===== config.mk =====
export PLATFORM = sky130hd
export DESIGN_NAME = efuse_read
export DESIGN_NICKNAME = d
export VERILOG_FILES = /design/src/rtl/efuse_read.sv
export SDC_FILE = /design/constraint.sdc
export NUM_CORES = 1
export LEC_CHECK = 0
export CAP_MARGIN = 20
export CELL_PAD_IN_SITES_DETAIL_PLACEMENT = 0
export CELL_PAD_IN_SITES_GLOBAL_PLACEMENT = 2
export CORE_MARGIN = 3
export CORE_UTILIZATION = 30
export CTS_CLUSTER_DIAMETER = 30
export DETAILED_ROUTE_END_ITERATION = 10
export PLACE_DENSITY = 0.81
export REMOVE_ABC_BUFFERS = 1
export SLEW_MARGIN = 10
export SYNTH_ARGS = -nofsm -noshare
export SYNTH_HDL_FRONTEND = slang
export SYNTH_SLANG_ARGS = --single-unit
export TNS_END_PERCENT = 50

===== constraint.sdc =====
create_clock -name clk -period 1.83 [get_ports clk]
set_clock_uncertainty 0.05 [all_clocks]
set_input_delay 0.366 -clock clk [delete_from_list [all_inputs] [get_ports clk]]
set_output_delay 0.366 -clock clk [all_outputs]
set_load 0.1 [all_outputs]

===== src/rtl/efuse_read.sv =====
// efuse_read: reads one NW-bit word of the 256-bit eFuse array bit by bit through the macro read port.
// Latency: NW*(T+2) cycles from the accepting edge to the read_done pulse (T = rg_efuse_trd, 0 counts as 1).
// Backpressure: none queued; read_start is only sampled in IDLE, and busy_read tells the requester to hold off.
//
// Ports:
//   clk, rst                  clock and synchronous active-high reset
//   rg_efuse_trd, read_sel    strobe width and word select, both latched when a request is accepted
//   read_start                request level, sampled every cycle while idle
//   efuse_dout_i              macro sense output for the addressed bit
//   read_data, read_done      last completed word and its one-cycle update pulse
//   busy_read                 read in progress
//   efuse_rden_o, efuse_aen_o, efuse_addr_o   macro read enable, sense strobe and bit address
module efuse_read #(
  parameter int NW   = 64,
  parameter int WSEL = 256 / NW,
  localparam int SW  = (WSEL > 1) ? $clog2(WSEL) : 1,
  localparam int IW  = (NW > 1) ? $clog2(NW) : 1
) (
  input  logic          clk,
  input  logic          rst,
  input  logic [3:0]    rg_efuse_trd,
  input  logic [SW-1:0] read_sel,
  input  logic          read_start,
  input  logic          efuse_dout_i,
  output logic [NW-1:0] read_data,
  output logic          read_done,
  output logic          busy_read,
  output logic          efuse_rden_o,
  output logic          efuse_aen_o,
  output logic [7:0]    efuse_addr_o
);

  typedef enum logic [1:0] {
    S_IDLE,
    S_SETUP,
    S_STROBE,
    S_SAMPLE
  } state_t;

  state_t        r_state;
  logic [3:0]    r_trd;
  logic [3:0]    r_cnt;
  logic [IW-1:0] r_idx;
  logic [NW-1:0] r_shadow;

  logic [7:0]    w_base;
  logic [NW-1:0] w_shadow_nxt;
  logic          w_last;

  // Base address of the selected word; legal selects never exceed 255 - (NW-1).
  assign w_base = 8'(read_sel) * 8'(NW);
  assign w_last = (r_idx == IW'(NW - 1));

  // Shadow with the current bit merged in, so the final copy includes the last sampled bit.
  always_comb begin
    w_shadow_nxt        = r_shadow;
    w_shadow_nxt[r_idx] = efuse_dout_i;
  end

  always_ff @(posedge clk) begin
    if (rst) begin
      r_state      <= S_IDLE;
      r_trd        <= 4'd1;
      r_cnt        <= 4'd0;
      r_idx        <= '0;
      r_shadow     <= '0;
      read_data    <= '0;
      read_done    <= 1'b0;
      busy_read    <= 1'b0;
      efuse_rden_o <= 1'b0;
      efuse_aen_o  <= 1'b0;
      efuse_addr_o <= 8'd0;
    end else begin
      read_done <= 1'b0;
      case (r_state)
        S_IDLE: begin
          if (read_start) begin
            r_trd        <= (rg_efuse_trd == 4'd0) ? 4'd1 : rg_efuse_trd;
            r_idx        <= '0;
            busy_read    <= 1'b1;
            efuse_rden_o <= 1'b1;
            efuse_addr_o <= w_base;
            r_state      <= S_SETUP;
          end
        end
        S_SETUP: begin
          efuse_aen_o <= 1'b1;
          // First strobe cycle is already under way when the counter reads 1.
          r_cnt       <= 4'd1;
          r_state     <= S_STROBE;
        end
        S_STROBE: begin
          if (r_cnt == r_trd) begin
            efuse_aen_o <= 1'b0;
            r_state     <= S_SAMPLE;
          end else begin
            r_cnt <= r_cnt + 4'd1;
          end
        end
        S_SAMPLE: begin
          r_shadow <= w_shadow_nxt;
          if (w_last) begin
            read_data    <= w_shadow_nxt;
            read_done    <= 1'b1;
            busy_read    <= 1'b0;
            efuse_rden_o <= 1'b0;
            efuse_addr_o <= 8'd0;
            r_state      <= S_IDLE;
          end else begin
            // rden stays high between bits; only the address advances.
            r_idx        <= r_idx + IW'(1);
            efuse_addr_o <= efuse_addr_o + 8'd1;
            r_state      <= S_SETUP;
          end
        end
        default: r_state <= S_IDLE;
      endcase
    end
  end

endmodule

**After elaboration in Yosys (flattened, before gate mapping)**

Cells that the tools add are included.

- Register bits after elaboration: 155
- Input bits: 10
- Output and inout port bits: 76
- Logic and storage cells: 62

- Add/sub/neg operators: 3
- Magnitude comparators: 2
- Equal/unequal tests: 10
- Muxes and demuxes: 22
- Bitwise operators: 1
- Reductions and logical operators: 14

Operators with widths:

| kind | count |
|---|---|
| bitwise mux 64 bit | 1 |
| two-way mux 8 bit | 2 |
| case mux 8 bit (2 select lines) | 1 |
| two-way mux 6 bit | 2 |
| case mux 6 bit (2 select lines) | 1 |
| AND reduction 2 bit | 6 |
| inequality test 2 bit (second input constant) | 5 |
| adder 8 x 1 -> 8 bit (second input constant) | 1 |
| two-way mux 4 bit | 2 |
| case mux 2 bit (4 select lines) | 1 |
| case mux 4 bit (2 select lines) | 1 |
| < comparator 6 x 7 -> 1 bit (second input constant) | 1 |
| adder 6 x 1 -> 6 bit (second input constant) | 1 |
| demux 1 bit (select 6 bit) | 1 |
| equality test 6 bit (second input constant) | 1 |
| >= comparator 6 x 1 -> 1 bit (second input constant) | 1 |
| two-way mux 1 bit | 6 |
| AND reduction 3 bit | 2 |
| adder 4 x 1 -> 4 bit (second input constant) | 1 |
| equality test 2 bit (second input constant) | 2 |
| equality test 4 bit | 1 |
| logical NOT 4 bit | 1 |
| two-way mux 2 bit | 2 |
| case mux 1 bit (2 select lines) | 2 |
| 6 further kinds | 7 |

**Longest topological paths before layout**

- Depth in word-level cells: 5
- Depth in mapped cells: 7
- Mapped depth without buffers: 6

**Least setup slack after synthesis**

Ideal clock, no wire load.

- Path kind: flip-flop to flip-flop
- Start: register efuse_addr_o[2]
- End: register efuse_addr_o[7]
- Setup time: 75 ps
- Data arrival time: 2014 ps
- Data required time: 1705 ps
- Path slack: -309 ps
- Stages on the path, launching flop included: 5
- Period minus slack after synthesis: 2139 ps
- Path through: dfxtp_1 -> and4_1 -> nand4_1 -> or4_1 -> a31oi_1

- Word-level cells in the longest chain between the ends: 3

Ends and longest elaborated chain:

| item | RTL line | text |
|---|---|---|
| from (decl) | 30 | `output logic [7:0] efuse_addr_o` |
| from (signal assigned) | 82 | `efuse_addr_o <= w_base;` |
| from (signal assigned) | 112 | `efuse_addr_o <= efuse_addr_o + 8'd1;` |
| adder 8 x 1 -> 8 bit | 112 |  |
| two-way mux 8 bit | 102 | `if (w_last) begin` |
| case mux 8 bit (2 select lines) | 75 | `case (r_state)` |

No other way between the ends.
A chain may end at the register's enable or synchronous reset.

**Worst setup path after layout**

- Start: register r_state[1]
- End: register efuse_addr_o[7]

- Word-level cells in the longest chain between the ends: 3

Ends and longest elaborated chain:

| item | RTL line | text |
|---|---|---|
| from (decl) | 40 | `state_t r_state;` |
| from (signal assigned) | 62 | `r_state <= S_IDLE;` |
| from (signal assigned) | 83 | `r_state <= S_SETUP;` |
| from (signal assigned) | 90 | `r_state <= S_STROBE;` |
| equality test 2 bit / logical NOT 2 bit (equally long branches) | 75 |  |
| nonzero test 2 bit (no line) / inequality test 2 bit (equally long branches) | n/a |  |
| AND reduction 2 bit (no line) | n/a |  |

Parallel ways exist; a longest one is shown, timed or not.

==> impl_metrics.toml <==
[outcome]
status = "completed"

[timing]
setup_slack_ns = 0.0751
period_minus_slack_ns = 1.75
worst_pin_slew_ns = 0.445
rsz0062_at_grt = "true"
timing.setup.tns_ns = 0
slew_headroom_pct = 70.3
report.final.slew_viol_count = 0
finalCritPeriodShare_pct = 95.9
fmax_mhz = 570
hold_violations = 0
setup_viol = 0

[placement]
placed_cell_area_mm2 = 0.00898
gp_congestion = 0.747
port-buffer-count = 85
dp_cells = 1133
dpl_worst_slack_ns = -0.0911
dp_hpwl_um = 11300

[power_and_ir_drop]
sw_frac_of_total_pct = 30.6
p_seq_share_pct = 40.9
ir_worst_vdd_uv = 603
powerDensity_mw_per_mm2 = 957
clockPowerShare_pct = 37.5
cellInternalPower_mw = 6.51
p_leak_nw = 3.45
power_frac_comb_pct = 21.6
p_sw_mw = 2.87
finalPower_mw = 9.38

[layout]
final_cell_count_no_fill = 1174
syn_to_final_growth_pct = 45.2
layout_commonest_cell = "nor2_1"
n_antenna_cell = 0
drive_above_1_share_pct = 23.5
layout.nets = 898
layout_common_cells = "167 x nor2_1, 153 x dfxtp_1, 103 x a211oi_1"
fin_area_mm2 = 0.00980

[logic_synthesis]
synthArstFlopShare_pct = 0
synth_edf_count = 0
synth_warnings = 0
synth_top_area_share_pct = 46.0
avgSynthCellArea_um2 = 8.74
yosys_register_bits = 155
syn_inst = 772
yosysTopAreaCell = "dfxtp_1"
ys_dominant_reg_cell = "dfxtp_1"
netlist-cell-type-count = 47
synth_area_mm2 = 0.00675
seq_area_frac_synth_pct = 46.0
synthTopCellsByArea = "dfxtp_1 46%, a211oi_1 13%, nor2_1 9.3%, mux2i_1 9.0%, nand2_1 2.9%"

[clock_network]
clkTransAtPathRegs_ns = 0.06
tritoncts = "built"
cts_buffers = 17
root_buffer = "clkbuf_16"
clk_latency_ns = 0.42
clock_path_buffers = 2
clock-sinks = 155
cts_max_level = 4

[route]
vias = 5787
drt_iter0_markers = 309
wl_per_cell_um = 15.4
viasPerCell = 4.93
route.detailed.drc = 0
wirelength_um = 18100
met2_length_um = 8170
antenna_left = 0
routed.top_layer = "met4"
wl_met3_um = 692
first_pass_iters = 7
m1WireLength_um = 8990

[die]
rows = 54
start_util_pct = 30.7
core_area_mm2 = 0.0220
die_x_um = 156
dieArea_mm2 = 0.0243
ioPinCount = 86
die_y_um = 156

[hold_path]
hold-path-cell-count = 2
hp-start = "rst"
hp-class = "in2reg"

[worst_setup_path]
crit_chain = "inv_1, ha_1, mux2i_1, buf_4, or4_1, a31oi_1"
max_stage_delay_ns = 0.47
r2r-start = "r_state[1]"
cp-startpoint = "r_state[1]"
start_kind = "flip-flop"
critPathKind = "reg2reg"
cp.arrival_ns = 2.06
cp_top_family = "simple AND/OR/NAND/NOR gates"
crit_slowest_cell = "or4_1"
r2r.worst_path.cells = 6
path_buf_inv = 2
crit_required_ns = 2.13
path_depth = 6
path_max_fanout = 6
worstSetupEndpointType = "flip-flop"

[global_route]
grt_pass1_vias = 5389
grt_util_all_layers_pct = 14.6
grt_pass1_wl_um = 28900
grt_overflow_total = 0
grt_max_degree = 73
antenna_found_initial = 0

[run]
drv_cap = 0
-- state kept, by name, summed over array words and instances (netlist names) --
name          cells
efuse_addr_o      8
r_idx             6
read_data        64
r_state           2
efuse_rden_o      1
r_trd             4
efuse_aen_o       1
r_shadow         64
r_cnt             4
read_done         1
-- kinds of logic (layout without fill, tap and decap cells) --
kind of cell             after synthesis  after routing  share of synthesized area, %
adder cells (fa/ha/maj)                7              7                          1.30
flip-flops                           155            155                          46.0
XOR/XNOR                               9              9                          1.17
multiplexers                          61             61                          9.05
buffers and inverters                 72            194                          4.67
AND/OR/NAND/NOR                      287            287                          18.9
AO/OA/AOI/OAI                        181            181                          18.9
-- through the flow --
step,hold slack (ns),utilization (%)
2_1_floorplan,0.385,-
3_3_place_gp,0.412,40.9
3_5_place_dp,0.415,40.9
4_1_cts,0.254,43.6
5_1_grt,0.292,44.6
6_report,0.272,44.6
-- cell type report --
class / count / area [um2]
repair buffers: 154 / 2280
flip-flops and latches: 155 / 3110
inverters: 8 / 30.0
well taps: 280 / 350
fillers: 2078 / 12200
multi-input cells: 545 / 3450
clock buffers: 18 / 439
clock inverters: 14 / 146
-- worst reg2reg max path, delay by kind of cell, from the launching register on --
kind                     cells  cell delay (ns)
flip-flops                   1             0.41
multiplexers                 1             0.13
AO/OA/AOI/OAI                1             0.16
AND/OR/NAND/NOR              1             0.47
buffers and inverters        2             0.25
adder cells (fa/ha/maj)      1             0.22
-- worst paths after layout --
kind | endpoint | slack, ns
worst max-delay path | efuse_addr_o[7] | 0.08
worst max register to register | efuse_addr_o[7] | 0.08
worst min register to register | r_shadow[53] | 0.42
worst min-delay path | efuse_addr_o[1] | 0.27
-- power groups by stage --
stage,combinational [mW],clock (mW),sequential [mW]
floorplan,0.961,0,4.14
global route,2.26,3.75,3.87
finish,2.02,3.52,3.84
global placement,1.98,0,3.90
detailed placement,1.99,0,3.91
CTS,2.00,3.61,3.83
-- timing repair --
item / CTS / global route
hold buffers: 0 / 0
pin swaps: 1 / 4
gates resized for setup: 3 / 26
gates cloned: 0 / 3
setup endpoints to repair: 16 / 83
setup buffers: 0 / 6
-- metal layers --
| layer | global-route usage, % | vias up |
|---|---|---|
| met1 | 20.9 | 2704 |
| li1 | - | 2973 |
| met2 | 22.1 | 97 |
| met4 | 4.79 | 0 |
| met3 | 2.97 | 13 |
| met5 | 0 | - |
-- cell usage after synthesis, types with 7 or more instances --
cell and n:
mux2i_1 61, dfxtp_1 155, buf_2 18, a21oi_1 20
nor2_1 168, ha_1 7, nand3b_1 8, nand3_1 15
clkbuf_1 39, a211oi_1 115, a311oi_1 8, inv_1 7
o21ai_0 21, xnor2_1 7, nand2_1 53
(Power assumes the default switching activity.)
